--- src/rtl/negate_rr_arbiter.sv ---
// negate_rr_arbiter: round-robin share of one ready/valid negate unit among N requesters.
// Define ARB_STATS_EN to add per-requester saturating grant counters on grant_count.
module negate_rr_arbiter #(
    parameter int N = 4,
    parameter int W = 32,
    parameter int DEPTH = 4,
    localparam int IW = $clog2(N),
    localparam int PW = $clog2(DEPTH),
    localparam int CW = $clog2(DEPTH + 1)
) (
    input  logic            clock,
    input  logic            reset_n,
    input  logic [N*W-1:0]  req_data,
    input  logic [N-1:0]    req_valid,
    output logic [N-1:0]    req_ready,
    output logic [N*W-1:0]  resp_data,
    output logic [N-1:0]    resp_valid,
    input  logic [N-1:0]    resp_ready,
    output logic [W-1:0]    unit_in,
    output logic            unit_in_valid,
    input  logic            unit_in_ready,
    input  logic [W-1:0]    unit_out,
    input  logic            unit_out_valid,
    output logic            unit_out_ready,
    output logic [CW-1:0]   inflight
`ifdef ARB_STATS_EN
    ,
    output logic [N*16-1:0] grant_count
`endif
);
    logic [IW-1:0] rr_ptr, g, off, head;
    logic [IW:0] gsum;
    logic [2*N-1:0] rot;
    logic [IW-1:0] tags [DEPTH];
    logic [PW-1:0] wr_ptr, rd_ptr;
    logic [CW-1:0] count;
    logic any_valid, full, empty, push, pop;

    assign any_valid = |req_valid;
    assign full = count == CW'(DEPTH);
    assign empty = count == '0;
    assign head = tags[rd_ptr];
    // rotate so bit 0 is the highest-priority requester, then find the first set bit
    assign rot = {req_valid, req_valid} >> rr_ptr;

    always_comb begin
        off = '0;
        for (int k = N - 1; k >= 0; k--) off = rot[k] ? IW'(k) : off;
        gsum = {1'b0, rr_ptr} + {1'b0, off};
        g = gsum >= (IW+1)'(N) ? IW'(gsum - (IW+1)'(N)) : gsum[IW-1:0];
    end

    always_comb begin
        unit_in = '0;
        req_ready = '0;
        resp_valid = '0;
        for (int k = 0; k < N; k++) begin
            unit_in = g == IW'(k) ? req_data[k*W +: W] : unit_in;
            req_ready[k] = reset_n && any_valid && unit_in_ready && !full && g == IW'(k);
            resp_valid[k] = reset_n && unit_out_valid && !empty && head == IW'(k);
        end
    end

    // full blocks issue even if a pop lands in the same cycle
    assign unit_in_valid = reset_n && any_valid && !full;
    assign unit_out_ready = reset_n && !empty && resp_ready[head];
    assign resp_data = {N{unit_out}};
    assign push = unit_in_valid && unit_in_ready;
    assign pop = unit_out_valid && unit_out_ready;
    assign inflight = count;

    always_ff @(posedge clock or negedge reset_n) begin
        if (!reset_n) begin
            rr_ptr <= '0;
            wr_ptr <= '0;
            rd_ptr <= '0;
            count <= '0;
        end else begin
            if (push) begin
                rr_ptr <= g == IW'(N - 1) ? '0 : g + 1'b1;
                wr_ptr <= wr_ptr + 1'b1;
            end
            if (pop) rd_ptr <= rd_ptr + 1'b1;
            count <= count + CW'(push) - CW'(pop);
        end
    end

    always_ff @(posedge clock) begin
        if (push) tags[wr_ptr] <= g;
    end

`ifdef ARB_STATS_EN
    logic [15:0] cnt [N];

    always_ff @(posedge clock or negedge reset_n) begin
        if (!reset_n) begin
            for (int k = 0; k < N; k++) cnt[k] <= '0;
        end else begin
            for (int k = 0; k < N; k++)
                if (push && g == IW'(k) && cnt[k] != 16'hFFFF) cnt[k] <= cnt[k] + 1'b1;
        end
    end

    always_comb begin
        grant_count = '0;
        for (int k = 0; k < N; k++) grant_count[k*16 +: 16] = cnt[k];
    end
`endif
endmodule

--- config.mk ---
export PLATFORM = sky130hd
export DESIGN_NAME = negate_rr_arbiter
export DESIGN_NICKNAME = d
export VERILOG_FILES = /design/src/rtl/negate_rr_arbiter.sv
export SDC_FILE = /design/constraint.sdc
export NUM_CORES = 1
export LEC_CHECK = 0
export ABC_CLOCK_PERIOD_IN_PS = 7100
export CORE_AREA = 5 5 129 131
export DETAILED_ROUTE_END_ITERATION = 10
export DIE_AREA = 0 0 134 136
export SYNTH_ARGS = -nofsm -noshare
export SYNTH_HDL_FRONTEND = slang
export SYNTH_SLANG_ARGS = --single-unit
--- constraint.sdc ---
create_clock -name clock -period 7.1 [get_ports clock]
set_input_delay 2.13 -clock clock [delete_from_list [all_inputs] [get_ports clock]]
set_output_delay 2.13 -clock clock [all_outputs]
set_load 0.01 [all_outputs]
==> After elaboration in Yosys (flattened, before gate mapping) <==
Memories as Yosys holds them, arrays and structs flattened.
Cells that the tools add are included.
{ "totals": {"ff_bits": 9, "latchBits": 0, "mem_bits_rw": 8, "romBits": 0, "in_bits": 172, "output_inout_bits": 173, "memories": 1} }
{ "mem_list": {"columns": ["memory", "words", "word_bits", "read_ports", "rd_ports_with_merged_regs", "write_ports", "line_no", "source"], "rows": [
  ["tags", 4, 2, 1, 0, 1, "34", "logic [IW-1:0] tags [DEPTH];"]
]} }
{ "op_classes": {"n_addsub": 7, "mul": 0, "n_div": 0, "n_lt_le_gt_ge": 2, "n_eq_ne": 7, "shift": 1, "n_mux": 14, "bitwise_logic": 0, "reduce_logical": 24} }
{ "ops": {"columns": ["op", "count"], "rows": [
  ["$mux W32", 4],
  ["$logic_and A1 B1 Y1", 18],
  ["$mux W2", 6],
  ["$eq A2 B2 Y1 const B", 4],
  ["$shr A8 B2 Y4", 1],
  ["$add A2 B1 Y2 const B", 3],
  ["$eq A2 B1 Y1 const B", 2],
  ["$logic_not A2 Y1", 2],
  ["$reduce_or A4 Y1", 1],
  ["$add A2 B2 Y3", 1],
  ["$add A3 B1 Y3", 1],
  ["$eq A3 B3 Y1 const B", 1],
  ["$ge A3 B3 Y1 const B", 1],
  ["$logic_not A3 Y1", 1],
  ["$lt A2 B3 Y1 const B", 1],
  ["$mux W1", 3],
  ["$sub A3 B1 Y3", 1],
  ["$bmux W1 S2", 1],
  ["$logic_not A1 Y1", 2],
  ["$sub A2 B1 Y2 const B", 1]
]} }

==> Longest topological paths before layout <==
Gate-level depths: netlist of run 1.
{ "depth": {"ltp_word": 13, "ltp_mapped": 16, "depth_no_buf": 13} }

==> Least setup slack after synthesis of run 1 <==
Ideal clock, no wire load.
{ "synth_timing": {"kind": "input-to-output", "from": "in req_valid[2]", "to": "out unit_in[17]", "t_arrival_ps": 4388, "slack_ps": 582, "stages": 15, "path_buffers": 3, "path_cell_list": "clkbuf_2 nand2_1 a21oi_1 o22ai_1 nor2_1 a21oi_1 ha_1 ha_1 clkbuf_1 nor2b_1 clkbuf_1 a22oi_1 nor2_1 a21oi_1 o21ai_0"} }
{ "synth_between": {"elab_chain_len": 13, "elab_cells_between_ends": 17, "cone_classes": "add/sub: 2; order compare: 1; eq/ne: 3; shift: 1; mux: 9; reduce/logical: 1"} }
{ "synth_lines": {"columns": ["element", "line_no", "source"], "rows": [
  ["start: declaration", "14", "input logic [N-1:0] req_valid,"],
  ["$shr A8 B2 Y4 (*)", "44", "assign rot = {req_valid, req_valid} >> rr_ptr;"],
  ["$mux W2 (3 in series)", "48", "for (int k = N - 1; k >= 0; k--) off = rot[k] ? IW'(k) : off;"],
  ["$mux W2 (*)", "48", null],
  ["$add A2 B2 Y3 (*)", "49", "gsum = {1'b0, rr_ptr} + {1'b0, off};"],
  ["$ge A3 B3 Y1 or $sub A2 B1 Y2 (tied branches)", "50", "g = gsum >= (IW+1)'(N) ? IW'(gsum - (IW+1)'(N)) : gsum[IW-1:0];"],
  ["$mux W2 (*)", "50", null],
  ["via g[0]", "31", "logic [IW-1:0] rr_ptr, g, off, head;"],
  ["$logic_not A2 Y1", "58", "unit_in = g == IW'(k) ? req_data[k*W +: W] : unit_in;"],
  ["$mux W32 (3 in series)", "58", null],
  ["$mux W32 (*)", "58", null],
  ["end: declaration", "19", "output logic [W-1:0] unit_in,"]
]} }
Mark *: on every way through the listed nets, which the timed path passes. The rest lies on a longest branch.

==> Worst setup path in the final report of run 1 <==
{ "layout_timing": {"from": "in req_valid[3]", "to": "out unit_in[29]"} }
{ "layout_between": {"elab_chain_len": 13, "elab_cells_between_ends": 17, "cone_classes": "add/sub: 2; order compare: 1; eq/ne: 3; shift: 1; mux: 9; reduce/logical: 1"} }
{ "layout_lines": {"columns": ["element", "line_no"], "rows": [
  ["$shr A8 B2 Y4 (*)", "44"],
  ["$mux W2 (3 in series)", "48"],
  ["$mux W2 (*)", "48"],
  ["$add A2 B2 Y3 (*)", "49"],
  ["$ge A3 B3 Y1 or $sub A2 B1 Y2 (tied branches)", "50"],
  ["$mux W2 (*)", "50"],
  ["$logic_not A2 Y1", "58"],
  ["$mux W32 (3 in series)", "58"],
  ["$mux W32 (*)", "58"]
]} }
Every way passes the cells marked *; elsewhere a longest branch is shown, timed or not.

==> results of run 1 <==
worst max-delay path, cell delays in order:
cell and delay [ns]:
clkdlybuf4s15_1 0.28, nor2b_1 0.16, a21oi_1 0.05, o22ai_1 0.17, nor2_1 0.06, a21oi_1 0.13
ha_2 0.24, xor2_4 0.22, buf_6 0.13, ha_4 0.15, nor2b_4 0.05, buf_12 0.14
a22oi_1 0.15, nor2_1 0.06, a21oi_1 0.14, o21ai_2 0.08, buf_4 0.13, dlygate4sd2_1 0.28
area by class of cell:
class / instances / share of cell area
Clock buffer: 4 / 0.01758
Inverter: 9 / 0.007533
Tap cell: 192 / 0.05357
Multi-Input combinational cell: 239 / 0.3371
Timing Repair Buffer: 219 / 0.4805
Sequential cell: 17 / 0.1038
cells in the final DEF, fill, tap and decap left out, drive strengths merged, types with 3 or more instances in the layout:
master	synthesis	layout
ha	11	11
a22oi	31	31
o21ai	35	35
edfxtp	8	8
clkdlybuf4s50	0	147
buf	130	42
nor3	4	4
clkdlybuf4s15	0	4
inv	9	9
dlygate4sd2	0	20
nor2b	4	4
nor2	39	39
nand2	40	40
dlymetal6s2s	0	3
a21oi	39	39
mux2	3	3
and3	9	9
xnor2	3	3
dfrtp	9	9
mux2i	4	4
clkbuf	21	6
sequential cells by signal (all words and copies together), names as in the netlist:
register,cells
rd_ptr,2
rr_ptr,2
wr_ptr,2
inflight,3
tags,8
worst min path at each step:
| stage | startpoint | to | slack, ns | depth (start not counted) |
|---|---|---|---|---|
| after floorplan | rd_ptr[1] | rd_ptr[1] | 0.51 | 1 |
| after global placement | inflight[0] | inflight[0] | 0.56 | 1 |
| after detailed placement | rd_ptr[1] | rd_ptr[1] | 0.56 | 1 |
| after CTS | rd_ptr[1] | rd_ptr[1] | 0.57 | 1 |
| after global routing | rd_ptr[1] | rd_ptr[1] | 0.61 | 1 |
| final | rd_ptr[1] | rd_ptr[1] | 0.56 | 1 |
where the power goes:
part           leakage, uW  switching (uW)  internal (uW)
logic              0.00162             973            971
clock network    0.0000382            35.2           76.2
registers         0.000179            38.6            151
total              0.00184            1050           1200
timing repair:
item	CTS	global route
endpoints found under the setup margin	32	32
pin swaps	2	3
resized for setup	72	27
setup buffers	1	1
gates cloned	1	0
metal layers:
| layer | part of all wire | vias up | routed length (um) | GRT usage |
|---|---|---|---|---|
| met3 | 0.12 | 21 | 1204 | 0.04774 |
| met1 | 0.37 | 1278 | 3836 | 0.1151 |
| met5 | 0 | - | 0 | 0 |
| met2 | 0.48 | 201 | 5062 | 0.1920 |
| met4 | 0.033 | 0 | 342 | 0.04857 |
| li1 | - | 1425 | - | - |
cell families (layout without fill, tap and decap cells):
logic type               Yosys count  in the layout
adder cells (fa/ha/maj)           12             12
AO/OA/AOI/OAI                    110            110
buffers and inverters            160            232
multiplexers                       8              8
flip-flops                        17             17
XOR/XNOR                           5              5
AND/OR/NAND/NOR                  104            104
per-stage QoR:
| stage | setup slack [ns] | cell area [um2] | power (uW) | hold slack (ns) |
|---|---|---|---|---|
| after global routing | 0.004772 | 4484 | 2470 | 0.6113 |
| final | 0.2123 | 4484 | 2245 | 0.5598 |
| after detailed placement | -0.5104 | 4317 | 2194 | 0.5569 |
| after global placement | -0.4546 | 4317 | 2164 | 0.5560 |
| after floorplan | 0.5823 | 2949 | 1163 | 0.5147 |
| after CTS | 0.0001528 | 4441 | 2249 | 0.5680 |
==> metrics.md, run 1 <==
| Metric | Value |
|---|---|
| Required @ worst endpoint | 4.97 ns |
| Avg Inst Size Synth | 7.089 um2 |
| RSZ-0062 raised after global routing | no |
| Initial antenna violation count | 0 |
| Iter 0 DRT Violations | 109 |
| Crit. Startpoint | req_valid[3] |
| Worst clock skew | 0.0007591 ns |
| Die Span Y | 136 um |
| Max FO, Critical Path | 10 |
| Leading area contributor after synthesis | buf_4 |
| HPWL Detailed | 8682 um |
| Synth top area cells | buf_4 (33%), edfxtp_1 (8.1%), a22oi_1 (7.9%), dfrtp_1 (7.6%), a21oi_1 (6.6%) |
| Clock-pin slew on the worst setup and hold paths | 0.05 ns |
| Input/output buffers | 184 |
| Post-Synth Adder-Cell Area | 0.05346 |
| Slew HR | 0.4831 |
| WL final | 10450 um |
| Xor/xnor share of the synthesized area | 0.01485 |
| Critical path capture point type | output port |
| Max-cap violations | 0 |
| Placed Instances | 673 |
| Reg2Reg Setup Slack | 3.90 ns |
| Layout Nets | 673 |
| Number of global-route vias before repair | 3227 |
| Multi-input combinational cell area | 0.001511 mm2 |
| Synth Warn # | 0 |
| DR vias | 2925 |
| Starting Density | 0.1905 |
| Asr flop ratio synth | 0.5294 |
| Die Area | 0.01822 mm2 |
| Number of clock sinks | 17 |
| PwrDens | 500.6 mW/mm2 |
| Main combinational cell family by area after synthesis | buffers and inverters |
| CTS tree | done |
| Crit path to | unit_in[29] |
| CP Class | primary input to output port |
| Final Core Density | 0.2896 |
| Simple-gate portion of the synthesized area | 0.1549 |
| Congestion Overflow GR | 0 |
| Final setup TNS | 0 ns |
| Reg2Reg Launch Point | rd_ptr[0] |
| Critical R2R Capture | inflight[2] |
| Max Fclk | 145.2 MHz |
| # IOs | 345 |
| Row count | 46 |
| Register area | 465.4 um2 |
| Synth top area share | 0.3258 |
| Die W | 134 um |
| Fillers | 1675 |
| Dominant synthesized flop cell | dfrtp_1 |
| Post-cts hold buffer count | 0 |
| Worst-margin pin slew | 0.7753 ns |
| Via density | 4.301 |
| Routed len/inst | 15.36 um |
| Mux contribution to synthesized area | 0.03394 |
| Most frequent cell after synthesis | buf_4 |
| Pre-Repair DR Iteration Count | 4 |
| EDFF count, synth | 8 |
| First-pass GRT wire length | 16150 um |
| Post-synthesis cell type count | 35 |
| Hold Vio Cnt, Final | 0 |
| Share of layout cells above drive strength 1 | 0.1516 |
| Crit share post-route | 0.9701 |
| Slew Limit Fails | 0 |
| Sequential area share after synthesis | 0.1578 |
| Leak | 0.001839 uW |
| Post-Syn Area | 0.002949 mm2 |
| Total CTS buffers | 3 |
| Root Buffer | clkbuf_16 |
| Top cells by count, synth | buf_4 (128), nand2_1 (40), a21oi_1 (39), nor2_1 (38), o21ai_0 (35) |
| Core ar. | 0.01548 mm2 |
| Crit path DAT | 4.76 ns |
| Status | completed |
| Complex-gate fraction of the synthesized area | 0.2176 |
| Min-Delay Path Class | flip-flop to flip-flop |
| Cell count after synthesis | 416 |
| Layout area overhead | 52.06% |
| Critical path startpoint category | primary input |
| Clock Path Buffers | 2 |
| Worst R2R Path Depth | 12 |
| Max VDD drop | 227.5 uV |
| Drt drc | 0 |
| Overall routing resource usage | 0.1100 |
| CTS H-Tree Depth | 1 |
| Final cell count without fillers | 680 |
| Number of routed nets with antenna violations | 0 |
| Worst-Skew Late Latency | 0.25 ns |
| N_diodes | 0 |
| Final setup violation count | 0 |
| Post-synth net total | 600 |
| Final Wtd Congestion | 0.8085 |
| Largest net degree at the start of global routing | 44 |
| Post-route minimum period | 6.888 ns |
| Synthesis-stage register bit count | 17 |
Note: power is estimated with default switching activity, not from simulation.
==> inputs of run 2 (changes only) <==
--- a/config.mk
+++ b/config.mk
@@ -7,8 +7,11 @@
 export LEC_CHECK = 0
 export ABC_CLOCK_PERIOD_IN_PS = 7100
 export CORE_AREA = 5 5 129 131
+export CTS_BUF_LIST = sky130_fd_sc_hd__clkbuf_4
 export DETAILED_ROUTE_END_ITERATION = 10
 export DIE_AREA = 0 0 134 136
+export SKIP_LAST_GASP = 1
 export SYNTH_ARGS = -nofsm -noshare
 export SYNTH_HDL_FRONTEND = slang
 export SYNTH_SLANG_ARGS = --single-unit
+export TNS_END_PERCENT = 100
==> run 2 against run 1 <==
Against the previous run:
- flip-flop and latch count stayed put
- sequential share of layout area up 0.11 points
- die area did not move
- highest routed layer unchanged
- critical path type unchanged
- hold slack better by 0.0065 ns
- clock skew is essentially flat
- worst setup slack worse by 0.0013 ns
- via count grew 0.14%
- fmax barely moved
- global-route usage shrank 0.055 points
- total power is 2.5% lower
==> metrics.md, run 2 (synthesized netlist as in run 1, its figures left out) <==
| Metric | Value |
|---|---|
| Power Total | 2188 uW |
| Max-cap violations | 0 |
| Final setup violation count | 0 |
| Hold Vio Cnt, Final | 0 |
| Layout area overhead | 50.40% |
| Root Buffer | clkbuf_4 |
| Commonest non-fill, non-tap cell in the layout | clkdlybuf4s50_1 |
| Critical path capture point type | output port |
| Leak | 0.001819 uW |
| Via density | 4.307 |
| Multi-input combinational cell area | 0.001511 mm2 |
| HPWL Detailed | 8682 um |
| Layout Nets | 673 |
| Die Span Y | 136 um |
| Die Area | 0.01822 mm2 |
| Row count | 46 |
| Reg2Reg Launch Point | rd_ptr[0] |
| Max FO, Critical Path | 10 |
| DR vias | 2929 |
| Overall routing resource usage | 0.1094 |
| WL final | 10440 um |
| Iter 0 DRT Violations | 118 |
| Top reg by flops | tags |
| Share of layout cells above drive strength 1 | 0.1537 |
| Max FFs per register | 8 |
| CP peak stage delay | 0.28 ns |
| Worst clock skew | 0.0007671 ns |
| First-pass GRT wire length | 16150 um |
| Post-cts hold buffer count | 0 |
| Crit path DAT | 4.76 ns |
| CTS tree | done |
| PwrDens | 493.3 mW/mm2 |
| Post-route minimum period | 6.889 ns |
| Top delay family on crit path | buffers and inverters |
| Status | completed |
| CTS H-Tree Depth | 1 |
| Worst-Skew Late Latency | 0.28 ns |
| Clock-pin slew on the worst setup and hold paths | 0.09 ns |
| Final Core Density | 0.2865 |
| WHS | 0.5662 ns |
| Register area | 465.4 um2 |
| Number of routed nets with antenna violations | 0 |
| Clock Path Buffers | 2 |
| CP Class | primary input to output port |
| Worst Hold Launch | rd_ptr[1] |
| Congestion Overflow GR | 0 |
| Min-Delay Path Class | flip-flop to flip-flop |
| Initial antenna violation count | 0 |
| Worst-margin pin slew | 0.7674 ns |
| Most frequent cells in the layout | clkdlybuf4s50_1 (147), nand2_1 (40), nor2_1 (38), a21oi_1 (36), o21ai_0 (31) |
| Max Fclk | 145.2 MHz |
| Input/output buffers | 184 |
| Crit path top cell by count | a21oi_1 |
| Largest net degree at the start of global routing | 44 |
| Slew HR | 0.4884 |
| Pre-Repair DR Iteration Count | 4 |
| RSZ-0062 raised after global routing | no |
| Die W | 134 um |
| Drt drc | 0 |
| WP buf/inv | 5 |
| Crit path max-delay cell type | clkdlybuf4s15_1 |
| Max VDD drop | 227.5 uV |
| N_diodes | 0 |
| Critical path startpoint category | primary input |
| Required @ worst endpoint | 4.97 ns |
| Starting Density | 0.1905 |
| # IOs | 345 |
| Routed len/inst | 15.36 um |
| Number of global-route vias before repair | 3221 |
| Fillers | 1684 |
| Core ar. | 0.01548 mm2 |
| Number of clock sinks | 17 |
| Final Wtd Congestion | 0.8085 |
| Total CTS buffers | 3 |
| Crit. Startpoint | req_valid[3] |
| Crit-path cells | clkdlybuf4s15_1, nor2b_1, a21oi_1, o22ai_1, nor2_1, a21oi_1, ha_2, xor2_4, buf_6, ha_4, nor2b_4, buf_12, a22oi_1, nor2_1, a21oi_1, o21ai_2, buf_4, dlygate4sd2_1 |
| Crit share post-route | 0.9703 |
| Final setup TNS | 0 ns |
| Slew Limit Fails | 0 |
run 2: cell types whose count changed in the layout (fill, tap and decap cells not counted):
cell	delta
clkbuf_1	-1
clkbuf_16	-3
clkbuf_4	+4
run 2: final timing paths:
kind                          endpoint  slack, ns  cells after the start
min in group asynchronous    rr_ptr[1]       2.18                      2
min reg2reg                  rd_ptr[1]       0.57                      1
max                        unit_in[29]       0.21                     18
max in group asynchronous    rd_ptr[0]       4.78                      2
max reg2reg                inflight[2]       3.90                     12
min                          rd_ptr[1]       0.57                      1
run 2: cell type report:
| cell class | count | share of cell area |
|---|---|---|
| Timing Repair Buffer | 219 | 0.4858 |
| Tap cell | 192 | 0.05416 |
| Inverter | 9 | 0.007616 |
| Clock buffer | 4 | 0.006770 |
| Multi-Input combinational cell | 239 | 0.3408 |
| Sequential cell | 17 | 0.1049 |
run 2: where the power goes:
part           switching (uW)  internal [uW]
combinational             973            972
sequential               39.3            150
clock                    28.9           25.6
total                    1040           1150
run 2: stage by stage:
stage                     setup slack (ns)  instance area [um2]  std cells
after floorplan                     0.5823                 2949        416
after global placement             -0.4546                 4317        673
after detailed placement           -0.5104                 4317        673
after CTS                        0.0001577                 4392        679
after global routing              0.004780                 4436        680
final                               0.2110                 4436        680
run 2: what timing repair did:
item / in CTS / in global routing
gates resized for setup: 72 / 27
buffers inserted: 1 / 1
endpoints found under the setup margin: 32 / 32
cloned: 1 / 0
pin swaps: 2 / 3
run 2: routing by layer:
layer | part of all wire | up-vias | GRT usage | routed length (um)
li1 | - | 1424 | - | -
met1 | 0.37 | 1290 | 0.1158 | 3868
met2 | 0.49 | 197 | 0.1923 | 5087
met3 | 0.11 | 18 | 0.04589 | 1183
met4 | 0.029 | 0 | 0.04514 | 304
met5 | 0 | - | 0 | 0
==> inputs of run 3 (changes only) <==
--- a/config.mk
+++ b/config.mk
@@ -5,7 +5,6 @@
 export SDC_FILE = /design/constraint.sdc
 export NUM_CORES = 1
 export LEC_CHECK = 0
-export ABC_CLOCK_PERIOD_IN_PS = 7100
 export CORE_AREA = 5 5 129 131
 export CTS_BUF_LIST = sky130_fd_sc_hd__clkbuf_4
 export DETAILED_ROUTE_END_ITERATION = 10
==> results of run 3 <==
Final layout, timing and power as in run 2 (identical DEF).
